**config.mk**
```make
export PLATFORM = sky130hd
export DESIGN_NAME = coalescing_fetcher_flat
export DESIGN_NICKNAME = d
export VERILOG_FILES = /design/src/rtl/gpu_pkg.sv /design/src/rtl/coalescing_fetcher_if.sv /design/src/rtl/thread_priority_encoder.sv /design/src/rtl/coalescing_fetcher.sv /design/src/flat_wrapper.sv
export SDC_FILE = /design/constraint.sdc
export NUM_CORES = 1
export LEC_CHECK = 0
export CORE_ASPECT_RATIO = 0.8
export CORE_MARGIN = 2
export CORE_UTILIZATION = 45
export CTS_CLUSTER_DIAMETER = 30
export CTS_CLUSTER_SIZE = 20
export DETAILED_ROUTE_END_ITERATION = 12
export MAX_ROUTING_LAYER = met4
export PLACE_DENSITY = 0.75
export SLEW_MARGIN = 20
export SYNTH_ARGS = -nofsm -noshare
export SYNTH_HDL_FRONTEND = slang
export SYNTH_HIERARCHICAL = 1
export SYNTH_SLANG_ARGS = --single-unit
```
**constraint.sdc**
```tcl
create_clock -name clk -period 3.3 [get_ports clk]
set_clock_uncertainty 0.2 [all_clocks]
set_input_delay 0.825 -clock clk [delete_from_list [all_inputs] [get_ports clk]]
set_output_delay 0.825 -clock clk [all_outputs]
set_load 0.01 [all_outputs]
```
**src/rtl/gpu_pkg.sv**
```systemverilog
// Shared core/fetcher encodings for the GPU front end.
package gpu_pkg;

  localparam logic [2:0] CoreFetch  = 3'b001;
  localparam logic [2:0] CoreDecode = 3'b010;

  typedef enum logic [2:0] {
    FetchIdle     = 3'b000,
    FetchFetching = 3'b001,
    FetchFetched  = 3'b010
  } fetcher_state_e;

endpackage

```
**src/rtl/coalescing_fetcher_if.sv**
```systemverilog
// Program-memory read channel: valid/address out, ready/data back in the same cycle.
interface coalescing_fetcher_if #(
  parameter int unsigned ADDR_BITS = 8,
  parameter int unsigned DATA_BITS = 16
) ();

  logic                 mem_read_valid;
  logic [ADDR_BITS-1:0] mem_read_address;
  logic                 mem_read_ready;
  logic [DATA_BITS-1:0] mem_read_data;

  modport master (
    output mem_read_valid,
    output mem_read_address,
    input  mem_read_ready,
    input  mem_read_data
  );

  modport slave (
    input  mem_read_valid,
    input  mem_read_address,
    output mem_read_ready,
    output mem_read_data
  );

endinterface

```
**src/rtl/thread_priority_encoder.sv**
```systemverilog
// Lowest-index-wins priority encoder used to pick the fetch leader thread.
module thread_priority_encoder #(
  parameter int unsigned NumReq = 4,
  localparam int unsigned IdxW  = (NumReq > 1) ? $clog2(NumReq) : 1
) (
  input  logic [NumReq-1:0] req_i,
  output logic [IdxW-1:0]   idx_o,
  output logic              valid_o
);

  // Scan downwards so the lowest set bit is the last one written.
  always_comb begin
    idx_o   = '0;
    valid_o = 1'b0;
    for (int i = int'(NumReq) - 1; i >= 0; i--) begin
      if (req_i[i]) begin
        idx_o   = IdxW'(i);
        valid_o = 1'b1;
      end
    end
  end

endmodule

```
**src/rtl/coalescing_fetcher.sv**
```systemverilog
// Per-warp instruction fetcher: one memory read per distinct PC, result broadcast
// to every active thread sharing that PC.
module coalescing_fetcher
  import gpu_pkg::*;
#(
  parameter int unsigned PROGRAM_MEM_ADDR_BITS = 8,
  parameter int unsigned PROGRAM_MEM_DATA_BITS = 16,
  parameter int unsigned THREADS_PER_BLOCK     = 4,
  localparam int unsigned CntW = $clog2(THREADS_PER_BLOCK + 1)
) (
  input  logic                                                  clk,
  input  logic                                                  reset,
  input  logic [2:0]                                            core_state,
  input  logic [THREADS_PER_BLOCK-1:0]                          thread_mask,
  input  logic [THREADS_PER_BLOCK-1:0][PROGRAM_MEM_ADDR_BITS-1:0] current_pc,
  coalescing_fetcher_if.master                                  mem_bus,
  output logic [2:0]                                            fetcher_state,
  output logic [THREADS_PER_BLOCK-1:0][PROGRAM_MEM_DATA_BITS-1:0] instruction,
  output logic [THREADS_PER_BLOCK-1:0]                          instruction_valid,
  output logic [CntW-1:0]                                       fetch_count
);

  localparam int unsigned T    = THREADS_PER_BLOCK;
  localparam int unsigned IdxW = (T > 1) ? $clog2(T) : 1;

  fetcher_state_e                                state_q;
  logic                                          req_valid_q;
  logic [PROGRAM_MEM_ADDR_BITS-1:0]              addr_q;
  logic [T-1:0][PROGRAM_MEM_DATA_BITS-1:0]       instr_q;
  logic [T-1:0]                                  ivalid_q;
  logic [CntW-1:0]                               count_q;
  logic [T-1:0][PROGRAM_MEM_ADDR_BITS-1:0]       pc_q;
  logic [T-1:0]                                  mask_q;

  logic [T-1:0]    hit;
  logic [T-1:0]    pending;
  logic [IdxW-1:0] leader_idx;
  logic            leader_valid;

  // Threads served by this cycle's completion are excluded so the next leader
  // can be issued on the same edge.
  always_comb begin
    hit = '0;
    for (int i = 0; i < int'(T); i++) begin
      hit[i] = req_valid_q && mem_bus.mem_read_ready && mask_q[i] && (pc_q[i] == addr_q);
    end
    pending = mask_q & ~ivalid_q & ~hit;
  end

  thread_priority_encoder #(
    .NumReq (T)
  ) u_leader_enc (
    .req_i   (pending),
    .idx_o   (leader_idx),
    .valid_o (leader_valid)
  );

  always_ff @(posedge clk) begin
    if (!reset) begin
      state_q     <= FetchIdle;
      req_valid_q <= 1'b0;
      addr_q      <= '0;
      instr_q     <= '0;
      ivalid_q    <= '0;
      count_q     <= '0;
      pc_q        <= '0;
      mask_q      <= '0;
    end else begin
      case (state_q)
        FetchIdle: begin
          if (core_state == CoreFetch) begin
            pc_q     <= current_pc;
            mask_q   <= thread_mask;
            ivalid_q <= '0;
            count_q  <= '0;
            state_q  <= FetchFetching;
          end
        end
        FetchFetching: begin
          if (!req_valid_q || mem_bus.mem_read_ready) begin
            for (int i = 0; i < int'(T); i++) begin
              if (hit[i]) instr_q[i] <= mem_bus.mem_read_data;
            end
            ivalid_q <= ivalid_q | hit;
            if (leader_valid) begin
              req_valid_q <= 1'b1;
              addr_q      <= pc_q[leader_idx];
              count_q     <= count_q + CntW'(1);
            end else begin
              req_valid_q <= 1'b0;
              state_q     <= FetchFetched;
            end
          end
        end
        FetchFetched: begin
          if (core_state == CoreDecode) state_q <= FetchIdle;
        end
        default: begin
          state_q     <= FetchIdle;
          req_valid_q <= 1'b0;
        end
      endcase
    end
  end

  assign mem_bus.mem_read_valid   = req_valid_q;
  assign mem_bus.mem_read_address = addr_q;
  assign fetcher_state            = state_q;
  assign instruction              = instr_q;
  assign instruction_valid        = ivalid_q;
  assign fetch_count              = count_q;

endmodule

```
**src/flat_wrapper.sv**
```systemverilog
// flat-port wrapper written by rule: the top's interface ports become plain ports
module coalescing_fetcher_flat import gpu_pkg::*;
#(
  parameter int unsigned PROGRAM_MEM_ADDR_BITS = 8,
  parameter int unsigned PROGRAM_MEM_DATA_BITS = 16,
  parameter int unsigned THREADS_PER_BLOCK     = 4,
  localparam int unsigned CntW = $clog2(THREADS_PER_BLOCK + 1)
)
  (clk, reset, core_state, thread_mask, current_pc, fetcher_state, instruction, instruction_valid, fetch_count, mem_bus_mem_read_valid, mem_bus_mem_read_address, mem_bus_mem_read_ready, mem_bus_mem_read_data);
  coalescing_fetcher_if #(.ADDR_BITS(8), .DATA_BITS(16)) mem_bus_i ();
  input  logic clk;
  input  logic reset;
  input  logic [2:0] core_state;
  input  logic [THREADS_PER_BLOCK-1:0] thread_mask;
  input  logic [THREADS_PER_BLOCK-1:0][PROGRAM_MEM_ADDR_BITS-1:0] current_pc;
  output logic [2:0] fetcher_state;
  output logic [THREADS_PER_BLOCK-1:0][PROGRAM_MEM_DATA_BITS-1:0] instruction;
  output logic [THREADS_PER_BLOCK-1:0] instruction_valid;
  output logic [CntW-1:0] fetch_count;
  output wire logic [$bits(mem_bus_i.mem_read_valid)-1:0] mem_bus_mem_read_valid;
  output wire logic [$bits(mem_bus_i.mem_read_address)-1:0] mem_bus_mem_read_address;
  input wire logic [$bits(mem_bus_i.mem_read_ready)-1:0] mem_bus_mem_read_ready;
  input wire logic [$bits(mem_bus_i.mem_read_data)-1:0] mem_bus_mem_read_data;
  assign mem_bus_mem_read_valid = mem_bus_i.mem_read_valid;
  assign mem_bus_mem_read_address = mem_bus_i.mem_read_address;
  assign mem_bus_i.mem_read_ready = mem_bus_mem_read_ready;
  assign mem_bus_i.mem_read_data = mem_bus_mem_read_data;
  coalescing_fetcher #(.PROGRAM_MEM_ADDR_BITS(PROGRAM_MEM_ADDR_BITS), .PROGRAM_MEM_DATA_BITS(PROGRAM_MEM_DATA_BITS), .THREADS_PER_BLOCK(THREADS_PER_BLOCK)) u_core (.clk(clk), .reset(reset), .core_state(core_state), .thread_mask(thread_mask), .current_pc(current_pc), .mem_bus(mem_bus_i), .fetcher_state(fetcher_state), .instruction(instruction), .instruction_valid(instruction_valid), .fetch_count(fetch_count));
endmodule
```
==> qor.csv <==
stage;metric;value;unit
critical_path;cell-by-cell listing of the critical path;clkdlybuf4s50_1 -> nand2_1 -> nor3_1 -> a311oi_2 -> nor3_2 -> mux4_2 -> nand2_1 -> a21boi_0;
routing;remaining antenna violation count after routing;0;
power;Net Sw Power;797;uW
critical_path;Worst path most repeated cell;sky130_fd_sc_hd__nand2_1;
finish;share of post-route cells with drive strength above 1;9.40;%
hold_path;sink of the worst hold path;u_core/instruction[0];
yosys;post-synthesis sequential area ratio;45.2;%
routing;Avg Vias per Cell;5.16;
sta;worst hold slack across all endpoints;0.258;ns
sta;headroom to the max-slew limit;60.3;%
floorplan;height of the die;100;um
floorplan;core outline area;11400;um2
critical_path;critical register-to-register path endpoint;u_core/mem_bus.mem_read_address[4];
yosys;number of synthesized flops with an enable pin;0;
power;static leakage;3.25;nW
sta;Slew Viols, Final;0;
grt;global router's overall resource usage;23.4;%
sta;fmax;0.316;GHz
sta;Final Critical Period;3.17;ns
grt;global-route wire length before repair;22300;um
floorplan;starting utilization of the core area;45.8;%
yosys;Ys Warns;6;
floorplan;die area;12500;um2
routing;number of detailed-route iterations in the first pass;5;
hold_path;startpoint of the tightest hold check path;u_core/instruction[0];
clock_network;Clock Sinks;118;
yosys;total nets after synthesis;628;
critical_path;r2r worst-path depth;8;
sta;Hold Fails Final Rpt;0;
sta;TNS Setup;0;ns
yosys;Post-Syn Instances;569;
power;power per cell area;495;nW/um2
grt;total global routing overflow;0;
grt;number of antenna violations at the first check in global routing;0;
finish;Area growth syn-to-layout;40.8;%
floorplan;number of placement rows;35;
power;overall power consumption;3.65;mW
routing;Post-Route WL;14100;um
finish;number of antenna repair diodes;0;
critical_path;startpoint-to-endpoint class of the critical path;input port to register;
critical_path;Worst Setup End Kind;register;
yosys;top-area cell type share of the netlist area;45.2;%
finish;area of the multi-input gates;2660;um2
placement;Buffers on Ports;139;
sta;period utilization;96.0;%
clock_network;clock transition at the registers of the reported paths;0.06;ns
critical_path;max incr delay on CP;0.58;ns
clock_network;number of buffers created by CTS;17;
yosys;number of storage elements in the synthesis netlist;118;
hold_path;hold path cells;2;
critical_path;startpoint kind of the worst setup timing path;input port;
yosys;dominant synthesized flop cell;sky130_fd_sc_hd__dfxtp_1;
yosys;leading cell types by total area after synthesis;sky130_fd_sc_hd__dfxtp_1, sky130_fd_sc_hd__nand2_1, sky130_fd_sc_hd__mux2i_1, sky130_fd_sc_hd__a21boi_1, sky130_fd_sc_hd__xor2_1;
placement;final HPWL from detailed placement;10100;um
placement;post-placement cell count;829;
critical_path;required time worst endpoint;3.39;ns
critical_path;Critical Path Fanout Max;8;
grt;largest net degree at the start of global routing;55;
yosys;fraction of registers with async set or reset after synthesis;0;%
floorplan;horizontal die dimension;125;um
critical_path;Slowest cell on crit path;sky130_fd_sc_hd__nor3_2;
routing;first-iteration detailed-routing DRC count;256;
finish;Final Instance Count excl. Fillers;861;
yosys;synth unique cells;47;
clock_network;clock latency reported for the late side of the worst-skew pair;0.41;ns
yosys;biggest area consumer among synthesized cells;sky130_fd_sc_hd__dfxtp_1;
critical_path;endpoint arrival time on the critical path;3.25;ns
yosys;mapped cell area;5230;um2
clock_network;clock tree buffer depth;2;
grt;via count of the first global-routing pass;4303;
finish;flip-flop and latch area;2360;um2
finish;total number of nets in the final design;759;
finish;fillers;947;
hold_path;worst hold-check path type;register to register;
placement;post-detailed-placement cell area;6710;um2
power;worst-case vdd ir drop;0.432;mV
job;number of maximum-capacitance constraint violations;0;
status;status;complete, no violations;
power;Clk network pwr share;53.8;%
placement;weighted congestion at the end of routability-driven global placement;0.882;
sta;endpoints failing setup;0;
power;Internal Dissipation;2.85;mW
power;share of power burned in registers;40.2;%
critical_path;startpoint of the lowest-slack register-to-register path;u_core/mem_bus.mem_read_address[2];
floorplan;top-level I/O count;141;
finish;Post-Route Utilization;64.4;%
routing;via count;4444;
power;fraction of power spent switching nets;21.9;%
routing;DRC viols;0;
clock_network;clock tree root buffer cell;sky130_fd_sc_hd__clkbuf_16;
routing;per-cell routed wire length;16.4;um
sta;post-layout worst setup margin;0.130;ns
finish;Final Cell Area;7370;um2
yosys;mean area per synthesized cell;9.19;um2
clock_network;clock tree from TritonCTS;yes;
critical_path;minimum setup slack among reg-to-reg paths;0.30;ns
placement;minimum setup slack after placement;-0.424;ns
power;combinational cell fraction of total power;6.0;%
sta;Worst Tran Pin Value;0.592;ns
sta;setup repair after global routing missed its margin;no;
clock_network;maximum level of the CTS H-tree;4;
[cells by family (layout without fill, tap and decap cells)]
kind of cell / count (synthesis) / count (layout) / share of synthesized area [%]
compound gates: 67 / 67 / 9.45
xor+xnor: 31 / 31 / 5.19
fa+ha+maj: 1 / 1 / 0.239
buf+inv: 47 / 191 / 4.35
flops: 118 / 118 / 45.2
mux: 72 / 72 / 15.7
other cells: 1 / 1 / 0.0717
simple gates: 232 / 232 / 19.9
[how the worst max path moves through the flow]
| stage | start | slack [ns] | depth (start not counted) | to |
|---|---|---|---|---|
| 4_1_cts | mem_bus_mem_read_ready | 0.09 | 10 | u_core/mem_bus.mem_read_address[4] |
| 3_3_place_gp | mem_bus_mem_read_ready | -0.28 | 9 | u_core/mem_bus.mem_read_address[5] |
| 2_1_floorplan | mem_bus_mem_read_ready | 0.32 | 8 | u_core/mem_bus.mem_read_address[0] |
| 6_report | mem_bus_mem_read_ready | 0.13 | 8 | u_core/mem_bus.mem_read_address[4] |
| 5_1_grt | mem_bus_mem_read_ready | 0.03 | 11 | u_core/mem_bus.mem_read_address[4] |
| 3_5_place_dp | mem_bus_mem_read_ready | -0.42 | 8 | u_core/mem_bus.mem_read_address[4] |
[layout make-up]
| cell class | instances | share of cell area, % |
|---|---|---|
| multi-input combinational | 404 | 36.1 |
| inverter | 5 | 0.255 |
| sequential | 118 | 32.1 |
| clock buffer | 18 | 5.96 |
| clock inverter | 14 | 2.70 |
| tap | 148 | 2.51 |
| timing repair buffer | 154 | 20.4 |
[power groups by stage]
stage	registers, mW	logic [mW]	clock network (mW)
finish	1.46	0.218	1.96
global route	1.47	0.238	2.06
floorplan	1.49	0.118	0
CTS	1.46	0.217	2.00
detailed placement	1.49	0.216	0
global placement	1.49	0.211	0
[routing by layer]
layer | vias up | track usage, % | routed length [um] | share of wire (%)
met4 | 0 | 7.69 | 160 | 1.1
met3 | 14 | 5.49 | 832 | 5.9
met5 | - | - | 0 | 0
met1 | 2127 | 31.9 | 6720 | 48
li1 | 2167 | - | - | -
met2 | 136 | 34.5 | 6390 | 45
[sequential cells by signal, summed over array words and instances (netlist names)]
signal / count
u_core/fetch_count: 3
u_core/fetcher_state: 2
u_core/instruction: 64
u_core/instruction_valid: 4
u_core/mask_q: 4
u_core/mem_bus.mem_read_address: 8
u_core/mem_bus.mem_read_valid: 1
u_core/pc_q: 32
[what timing repair did]
action,4_1_cts,5_1_grt
setup endpoints to repair,1,8
pin swaps,0,0
cloned,0,0
resized for setup,1,2
buffers inserted,0,0
hold buffers,0,0
hold endpoints to repair,0,0
[synthesized netlist by cell type (3+ instances only)]
| library cell | count |
|---|---|
| sky130_fd_sc_hd__a21boi_0 | 9 |
| sky130_fd_sc_hd__a21boi_1 | 40 |
| sky130_fd_sc_hd__a21oi_1 | 5 |
| sky130_fd_sc_hd__buf_2 | 8 |
| sky130_fd_sc_hd__buf_4 | 4 |
| sky130_fd_sc_hd__clkbuf_1 | 25 |
| sky130_fd_sc_hd__dfxtp_1 | 118 |
| sky130_fd_sc_hd__inv_1 | 5 |
| sky130_fd_sc_hd__mux2i_1 | 64 |
| sky130_fd_sc_hd__mux4_2 | 8 |
| sky130_fd_sc_hd__nand2_1 | 178 |
| sky130_fd_sc_hd__nand2b_1 | 7 |
| sky130_fd_sc_hd__nand3_1 | 3 |
| sky130_fd_sc_hd__nand4_1 | 3 |
| sky130_fd_sc_hd__nor2_1 | 5 |
| sky130_fd_sc_hd__nor2b_1 | 6 |
| sky130_fd_sc_hd__nor3_1 | 9 |
| sky130_fd_sc_hd__o21ai_0 | 5 |
| sky130_fd_sc_hd__xor2_1 | 30 |
[critical path: cells and delay by family]
family,cells,cell delay (ns)
AOI/OAI and AO/OA,2,0.34
buffers and inverters,1,0.52
muxes,1,0.42
and+or+nand+nor,4,1.14
[placed cells by master (no fill, tap or decap), drive strengths merged, types with 8 or more instances in the layout]
cell type / count
dfxtp: 118
mux2i: 64
a21boi: 49
xor2: 30
buf: 16
nand2: 178
nor3: 10
clkbuf: 18
mux4: 8
clkdlybuf4s50: 138
Note: power is estimated with default switching activity, not from simulation.
